[config.mk]
export PLATFORM = sky130hd
export DESIGN_NAME = div_period_meter
export DESIGN_NICKNAME = d
export VERILOG_FILES = /design/src/rtl/div_meter_pkg.sv /design/src/rtl/sig_sync_edge.sv /design/src/rtl/div_period_meter.sv
export SDC_FILE = /design/constraint.sdc
export NUM_CORES = 1
export LEC_CHECK = 0
export BUFFER_PORTS_ARGS = -buffer_cell sky130_fd_sc_hd__buf_2
export CAP_MARGIN = 20
export CORE_AREA = 2 2 113 88
export DETAILED_ROUTE_END_ITERATION = 10
export DIE_AREA = 0 0 115 90
export PLACE_DENSITY_LB_ADDON = 0.05
export SYNTH_ARGS = -nofsm -noshare
export SYNTH_HDL_FRONTEND = slang
export SYNTH_SLANG_ARGS = --single-unit
[constraint.sdc]
create_clock -name clk -period 2.4 [get_ports clk]
set_input_delay 0.12 -clock clk [delete_from_list [all_inputs] [get_ports clk]]
set_output_delay 0.12 -clock clk [all_outputs]
set_load 0.02 [all_outputs]
[src/rtl/div_meter_pkg.sv]
// rtl/div_meter_pkg.sv - shared types and constants for the period meter
// Purpose: FSM state encoding and default counter width used by div_period_meter.
// Contents: state_e (IDLE/ARM/MEASURE, 2-bit), CNT_W_DEF.
package div_meter_pkg;

   localparam int CNT_W_DEF = 28;

   typedef enum logic [1:0] {
      IDLE    = 2'd0,
      ARM     = 2'd1,
      MEASURE = 2'd2
   } state_e;

endpackage

[src/rtl/sig_sync_edge.sv]
// rtl/sig_sync_edge.sv - input synchronizer with rise/fall detection
// Purpose: brings an asynchronous level into the clk domain and flags its edges.
// Ports:
//   clk, rst_n : clock, asynchronous active-low reset
//   async_in   : asynchronous input level
//   level      : synchronized level (SYNC_STAGES cycles of latency)
//   rise, fall : one-cycle edge flags, aligned with level
module sig_sync_edge #(
   parameter int SYNC_STAGES = 2
) (
   input  logic clk,
   input  logic rst_n,
   input  logic async_in,
   output logic level,
   output logic rise,
   output logic fall
);

   if (SYNC_STAGES < 2) begin : g_bad_stages
      $error("sig_sync_edge: SYNC_STAGES must be at least 2");
   end

   logic [SYNC_STAGES-1:0] sync_q;
   logic                   prev_q;

   always_ff @(posedge clk or negedge rst_n) begin
      if (!rst_n) begin
         sync_q <= '0;
         prev_q <= 1'b0;
      end else begin
         sync_q <= {sync_q[SYNC_STAGES-2:0], async_in};
         prev_q <= sync_q[SYNC_STAGES-1];
      end
   end

   assign level = sync_q[SYNC_STAGES-1];
   assign rise  = level & ~prev_q;
   assign fall  = ~level & prev_q;

endmodule

[src/rtl/div_period_meter.sv]
// rtl/div_period_meter.sv - period and high-time meter for a slow square wave
// Purpose: counts clk cycles between successive rising edges of i_sig and the
// high time within that period; reports both with a one-cycle valid strobe.
// Ports:
//   clk, rst_n : clock, asynchronous active-low reset
//   i_sig      : measured waveform (asynchronous)
//   i_enable   : 1 = measure, 0 = return to IDLE
//   o_period   : last measured period in clk cycles
//   o_high     : high time of that period in clk cycles
//   o_valid    : one-cycle pulse when o_period/o_high update
//   o_timeout  : one-cycle pulse when no rising edge arrives within TIMEOUT
//   o_busy     : 1 while in ARM or MEASURE
module div_period_meter
   import div_meter_pkg::*;
#(
   parameter int          CNT_W       = CNT_W_DEF,
   parameter int unsigned TIMEOUT     = 100_000_000,
   parameter int          SYNC_STAGES = 2
) (
   input  logic             clk,
   input  logic             rst_n,
   input  logic             i_sig,
   input  logic             i_enable,
   output logic [CNT_W-1:0] o_period,
   output logic [CNT_W-1:0] o_high,
   output logic             o_valid,
   output logic             o_timeout,
   output logic             o_busy
);

   // cnt never runs past TIMEOUT, so TIMEOUT fitting in CNT_W rules out wrap.
   if (TIMEOUT < 4 || longint'(TIMEOUT) > ((longint'(1) << CNT_W) - 1)) begin : g_bad_timeout
      $error("div_period_meter: TIMEOUT must be in 4..2**CNT_W-1");
   end

   localparam logic [CNT_W-1:0] TIMEOUT_C = CNT_W'(TIMEOUT);
   localparam logic [CNT_W-1:0] ONE       = CNT_W'(1);

   logic rise;
   logic fall;

   sig_sync_edge #(
      .SYNC_STAGES (SYNC_STAGES)
   ) u_sync (
      .clk      (clk),
      .rst_n    (rst_n),
      .async_in (i_sig),
      .level    (),
      .rise     (rise),
      .fall     (fall)
   );

   state_e           state;
   logic [CNT_W-1:0] cnt;
   logic [CNT_W-1:0] hcnt;

   always_ff @(posedge clk or negedge rst_n) begin
      if (!rst_n) begin
         state     <= IDLE;
         cnt       <= '0;
         hcnt      <= '0;
         o_period  <= '0;
         o_high    <= '0;
         o_valid   <= 1'b0;
         o_timeout <= 1'b0;
         o_busy    <= 1'b0;
      end else begin
         o_valid   <= 1'b0;
         o_timeout <= 1'b0;
         case (state)
            IDLE: begin
               cnt  <= '0;
               hcnt <= '0;
               if (i_enable) begin
                  state  <= ARM;
                  o_busy <= 1'b1;
               end
            end
            ARM, MEASURE: begin
               if (!i_enable) begin
                  // Partial period is dropped; outputs keep their last values.
                  state  <= IDLE;
                  o_busy <= 1'b0;
                  cnt    <= '0;
                  hcnt   <= '0;
               end else if (rise) begin
                  // The rise cycle is cycle 1 of the next period, so no dead cycle
                  // between back-to-back measurements. A rise beats a timeout.
                  if (state == MEASURE) begin
                     o_period <= cnt;
                     o_high   <= hcnt;
                     o_valid  <= 1'b1;
                  end
                  state <= MEASURE;
                  cnt   <= ONE;
                  hcnt  <= '0;
               end else if (cnt == TIMEOUT_C) begin
                  o_timeout <= 1'b1;
                  o_period  <= '0;
                  o_high    <= '0;
                  state     <= ARM;
                  cnt       <= '0;
                  hcnt      <= '0;
               end else begin
                  cnt <= cnt + ONE;
                  // Falls while arming belong to no period and are ignored.
                  if (state == MEASURE && fall) begin
                     hcnt <= cnt;
                  end
               end
            end
            default: begin
               state  <= IDLE;
               o_busy <= 1'b0;
               cnt    <= '0;
               hcnt   <= '0;
            end
         endcase
      end
   end

endmodule

-- Word level (Yosys, flattened, before mapping)
Cells that the tools add are included.
- add/sub/neg operators: 1
- multiply operators: 0
- div/mod/pow operators: 0
- $lt $le $gt $ge: 0
- equality and inequality tests: 8
- shifts and indexed selects: 0
- mux-type cells: 30
- bitwise logic cells: 4
- reductions and logical operators: 7
- operators with widths (cell ; count):
    28-bit 2-to-1 mux ; 14
    28-bit by 1-bit adder with 28-bit output (second input constant) ; 1
    28-bit by 27-bit equality test with 1-bit output (second input constant) ; 1
    1-bit 2-to-1 mux ; 10
    2-bit 2-to-1 mux ; 4
    5-bit inequality test (second input constant) ; 1
    2-bit inequality test (second input constant) ; 2
    4-bit inequality test (second input constant) ; 1
    2-bit one-hot mux with 2 select lines ; 1
    2-bit AND reduction ; 2
    4-bit AND reduction ; 1
    1-bit bitwise AND ; 2
    2-bit by 1-bit equality test with 1-bit output (second input constant) ; 1
    2-bit equality test (second input constant) ; 1
    2-bit logical NOT ; 1
    2-bit by 1-bit inequality test with 1-bit output (second input constant) ; 1
    1-bit NOT ; 2
    1-bit one-hot mux with 2 select lines ; 1
    2-bit nonzero test ; 1
    2-bit OR reduction ; 1
    1-bit logical AND ; 1
- register bits after elaboration: 120
- bits in latches: 0
- memory bits (writable): 0
- ROM bits: 0
- input port bits: 4
- logic and storage cells: 60
- memories: 0

-- Longest topological paths before layout
- depth in word-level cells: 8
- mapped depth: 9

-- Hierarchy
From an unflattened synthesis, not the netlist that was laid out.
- cell total of the unflattened synthesis: 556
- area, all modules: 5250.0 µm²
- by module, submodules not included (module ; instances ; cells each ; area each (µm²)):
    div_period_meter ; 1 ; 551 ; 5159.9
    sig_sync_edge ; 1 ; 5 ; 90.1

-- Worst setup path after synthesis
Ideal clock, no wire load.
- path type: register -> register
- start point: register cnt[4]
- end point: register o_period[0]
- library setup time: 0.134 ns
- data arrival time: 1.850 ns
- slack: 0.416 ns
- cell stages (with the launch flop): 9
- path buffers: 3
- period minus slack after synthesis: 1.984 ns
- cell sequence: dfrtp_1 buf_6 or4_4 nor4_2 and4_4 and2b_2 buf_12 buf_12 o22ai_2
- cells in the longest elaborated chain, start to end: 3
- RTL lines (item ; line ; source):
    start: declaration ; div_period_meter.sv:54 ; logic [CNT_W-1:0] cnt;
    start signal: assignment ; div_period_meter.sv:105 ; cnt <= cnt + ONE;
    28-bit by 27-bit equality test with 1-bit output ; div_period_meter.sv:97 ; end else if (cnt == TIMEOUT_C) begin
    2-bit nonzero test (no source line) ; - ;
    4-bit AND reduction (no source line) ; - ;
    end signal: assignment ; div_period_meter.sv:90 ; o_period <= cnt;
    end: declaration ; div_period_meter.sv:24 ; output logic [CNT_W-1:0] o_period,
Every way passes these cells.
A chain may end at the register's enable or synchronous reset.

-- Worst setup path in the final report
- start point: register cnt[13]
- end point: register o_high[25]
- cells in the longest elaborated chain, start to end: 3
- RTL lines (item ; line ; source):
    28-bit by 27-bit equality test with 1-bit output ; div_period_meter.sv:97 ;
    2-bit nonzero test (no source line) ; - ;
    4-bit AND reduction (no source line) ; - ;
    end signal: assignment ; div_period_meter.sv:91 ; o_high <= hcnt;
    end: declaration ; div_period_meter.sv:25 ; output logic [CNT_W-1:0] o_high,
Every way passes these cells.

==> impl_metrics.ini <==
[grt]
grt_pass1_wl_um = 19400
grt.overflow.total = 0
grt_use_total_pct = 24.2
antenna_found_initial = 0
grt_max_degree = 77
grt_pass1_vias = 3917

[sta]
finalHoldViolCount = 0
min_period_ns = 2.09
slew-limit-headroom_pct = 55.3
setup_viol = 0
rsz0062_at_grt = no
clock_skew_ns = 0.0128
fin_tns_setup_ns = 0
clock.fmax_ghz = 0.479
slew_viol_final = 0
fin_crit_sh_pct = 87.0
tightest_slew_ns = 0.665

[final_layout]
final_cell_mix = 178 x nand2_1, 120 x dfrtp_1, 61 x buf_2
fillers = 770
antenna_cells = 0
final-seq-area_um2 = 3000
final_cells = 741
drive_above_1_share_pct = 24.0
syn_to_final_growth_pct = 19.2
multiInputGateArea_um2 = 1980
layout_commonest_cell = nand2_1
nNetsFinal = 623

[worst_setup_path]
cp.arrival_ns = 2.36
reg2reg_depth = 6
worstSetupPathType = flop to flop
critPathLaunchType = flop
critPathRequiredTime_ns = 2.68
startpoint = cnt[13]$_DFF_PN0_
cp-end-kind = flop
crit_fanout = 31
r2r_start = cnt[13]$_DFF_PN0_

[synthesis]
syn_area_um2 = 5260
async_flop_share_pct = 100
synth.distinct_cells = 39
syn-num-nets = 556
syn-instance-count = 547
synth_seq_cells = 120
synth_ff_type = dfrtp_1
synth-warning-count = 0
syn_area_per_cell_um2 = 9.62
synth_edf_count = 0
seq_area_frac_synth_pct = 57.1

[detailed_routing]
vias = 3946
drt_iter0_drc = 276
drcViolationCount = 0
routed_via_density = 5.33
routed_wl_um = 11500
ant_nets = 0
firstDrtPassIters = 4
drt-wirelength-per-cell_um = 15.5

[placed_design]
dpl.cell_count = 708
gp_congestion = 0.836
io_buffer_count = 62
dp_hpwl_um = 7600

[clock_tree]
clk_pin_slew_ns = 0.05
cts_made_buffers = 17
post_cts.resized_instances = 0
cts-htree-levels = 4
cts_root_buf = clkbuf_16
cts_sinks = 120
cts_tree = yes
clockBufferDepth = 2
clkLatencyLatePin_ns = 0.41

[floorplan]
io_pins = 63
die-area_um2 = 10400
initial_utilization_pct = 56.5
die_y_um = 90
core-area_um2 = 9310
die_x_um = 115
rows = 31

[power]
swShare_pct = 23.2
power_mw = 4.91
vdd_ir_drop_max_mv = 0.531
p_int_mw = 3.77
power_switching_mw = 1.14
p_comb_share_pct = 7.6
seq_power_share_pct = 42.7
p_per_area_nw_per_um2 = 783
leakage_nw = 2.92
p_clk_share_pct = 49.7

[min_path]
hold_path_startpoint = i_enable
hold_class = primary input to flop
min_path_cells = 3

[run_status]
status = completed

[job]
maxCapViolCount = 0
-- critical path, cell delays in order (launching register included) --
cell and delay, ns:
dfrtp_1 0.49, nand4_1 0.23, nor4b_1 0.37, and4_4 0.31
and2b_2 0.22, buf_12 0.21, o21ai_0 0.12
-- registers in the layout, indices dropped and copies added, names as in the netlist --
register	count
o_busy	1
u_sync.prev_q	1
u_sync.sync_q	2
o_period	28
hcnt	28
o_timeout	1
state	2
o_high	28
cnt	28
o_valid	1
-- power groups by stage --
| stage | clock [mW] | combinational (mW) | sequential [mW] |
|---|---|---|---|
| after global placement | 0 | 0.363 | 2.13 |
| after CTS | 2.49 | 0.380 | 2.10 |
| after floorplan | 0 | 0.251 | 2.13 |
| after detailed placement | 0 | 0.376 | 2.13 |
| final | 2.44 | 0.375 | 2.10 |
| after global routing | 2.59 | 0.421 | 2.10 |
-- kinds of logic after synthesis --
kind of cell	synth area share [%]
adder cells (fa/ha/maj)	1.19
XOR/XNOR	4.33
flip-flops	57.1
multiplexers	0.190
AO/OA/AOI/OAI	11.2
AND/OR/NAND/NOR	20.8
buffers and inverters	5.21
-- Yosys cell counts, types with 2 or more instances --
master | instances | area share, %
a21oi_1 | 28 | 2.7
and3_1 | 4 | 0.48
and4_1 | 2 | 0.33
buf_12 | 4 | 1.5
buf_2 | 6 | 0.57
buf_4 | 5 | 0.71
clkbuf_1 | 17 | 1.2
clkbuf_2 | 2 | 0.19
dfrtp_1 | 120 | 57
ha_1 | 5 | 1.2
inv_1 | 10 | 0.71
nand2_1 | 178 | 13
nand3_1 | 12 | 1.1
nand4_1 | 9 | 1.1
nor2_1 | 35 | 2.5
nor3_1 | 5 | 0.48
nor4_1 | 2 | 0.24
nor4_2 | 2 | 0.48
o21ai_0 | 29 | 2.8
o21ai_2 | 26 | 4.3
o22ai_2 | 3 | 0.71
or2_2 | 2 | 0.24
xnor2_1 | 8 | 1.3
xor2_1 | 18 | 3.0
-- path summary, 6_finish.rpt --
kind | endpoint | slack [ns]
worst max-delay path | o_high[25]$_DFFE_PN0P_ | 0.31
worst min-delay path | cnt[0]$_DFF_PN0_ | 0.06
worst max register to register | o_high[25]$_DFFE_PN0P_ | 0.31
worst min register to register | u_sync.sync_q[1]$_DFF_PN0_ | 0.37
max in group asynchronous | o_period[22]$_DFFE_PN0P_ | 1.65
min in group asynchronous | o_period[3]$_DFFE_PN0P_ | 0.27
-- final cells by class --
type	instances	area share, %
sequential	120	47.9
multi-input combinational	381	31.6
clock buffer	24	8.32
timing repair buffer	83	8.18
tap	115	2.29
clock inverter	7	1.04
inverter	11	0.658
-- what timing repair did --
item,CTS,global route
hold buffers,2,0
hold endpoints to repair,121,0
setup buffers,0,0
-- stage by stage --
| stage | instance area [um^2] | utilization [%] | setup WS [ns] | hold slack, ns |
|---|---|---|---|---|
| CTS | 6270 | 67.4 | 0.311 | 0.0461 |
| detailed placement | 5670 | 60.9 | 0.313 | 0.168 |
| floorplan | 5260 | - | 0.416 | -0.176 |
| finish | 6270 | 67.4 | 0.313 | 0.0646 |
| global route | 6270 | 67.4 | 0.160 | 0.0793 |
| global placement | 5670 | 60.9 | 0.402 | 0.170 |
-- per-layer routing --
metal  GRT usage [%]  part of all wire, %  up-vias
li1                -                    -     1930
met1            34.1                   47     1940
met2            36.3                   48       70
met3            6.47                  4.0        6
met4            8.73                 0.65        0
met5               0                    0        -
(Power assumes the default switching activity.)
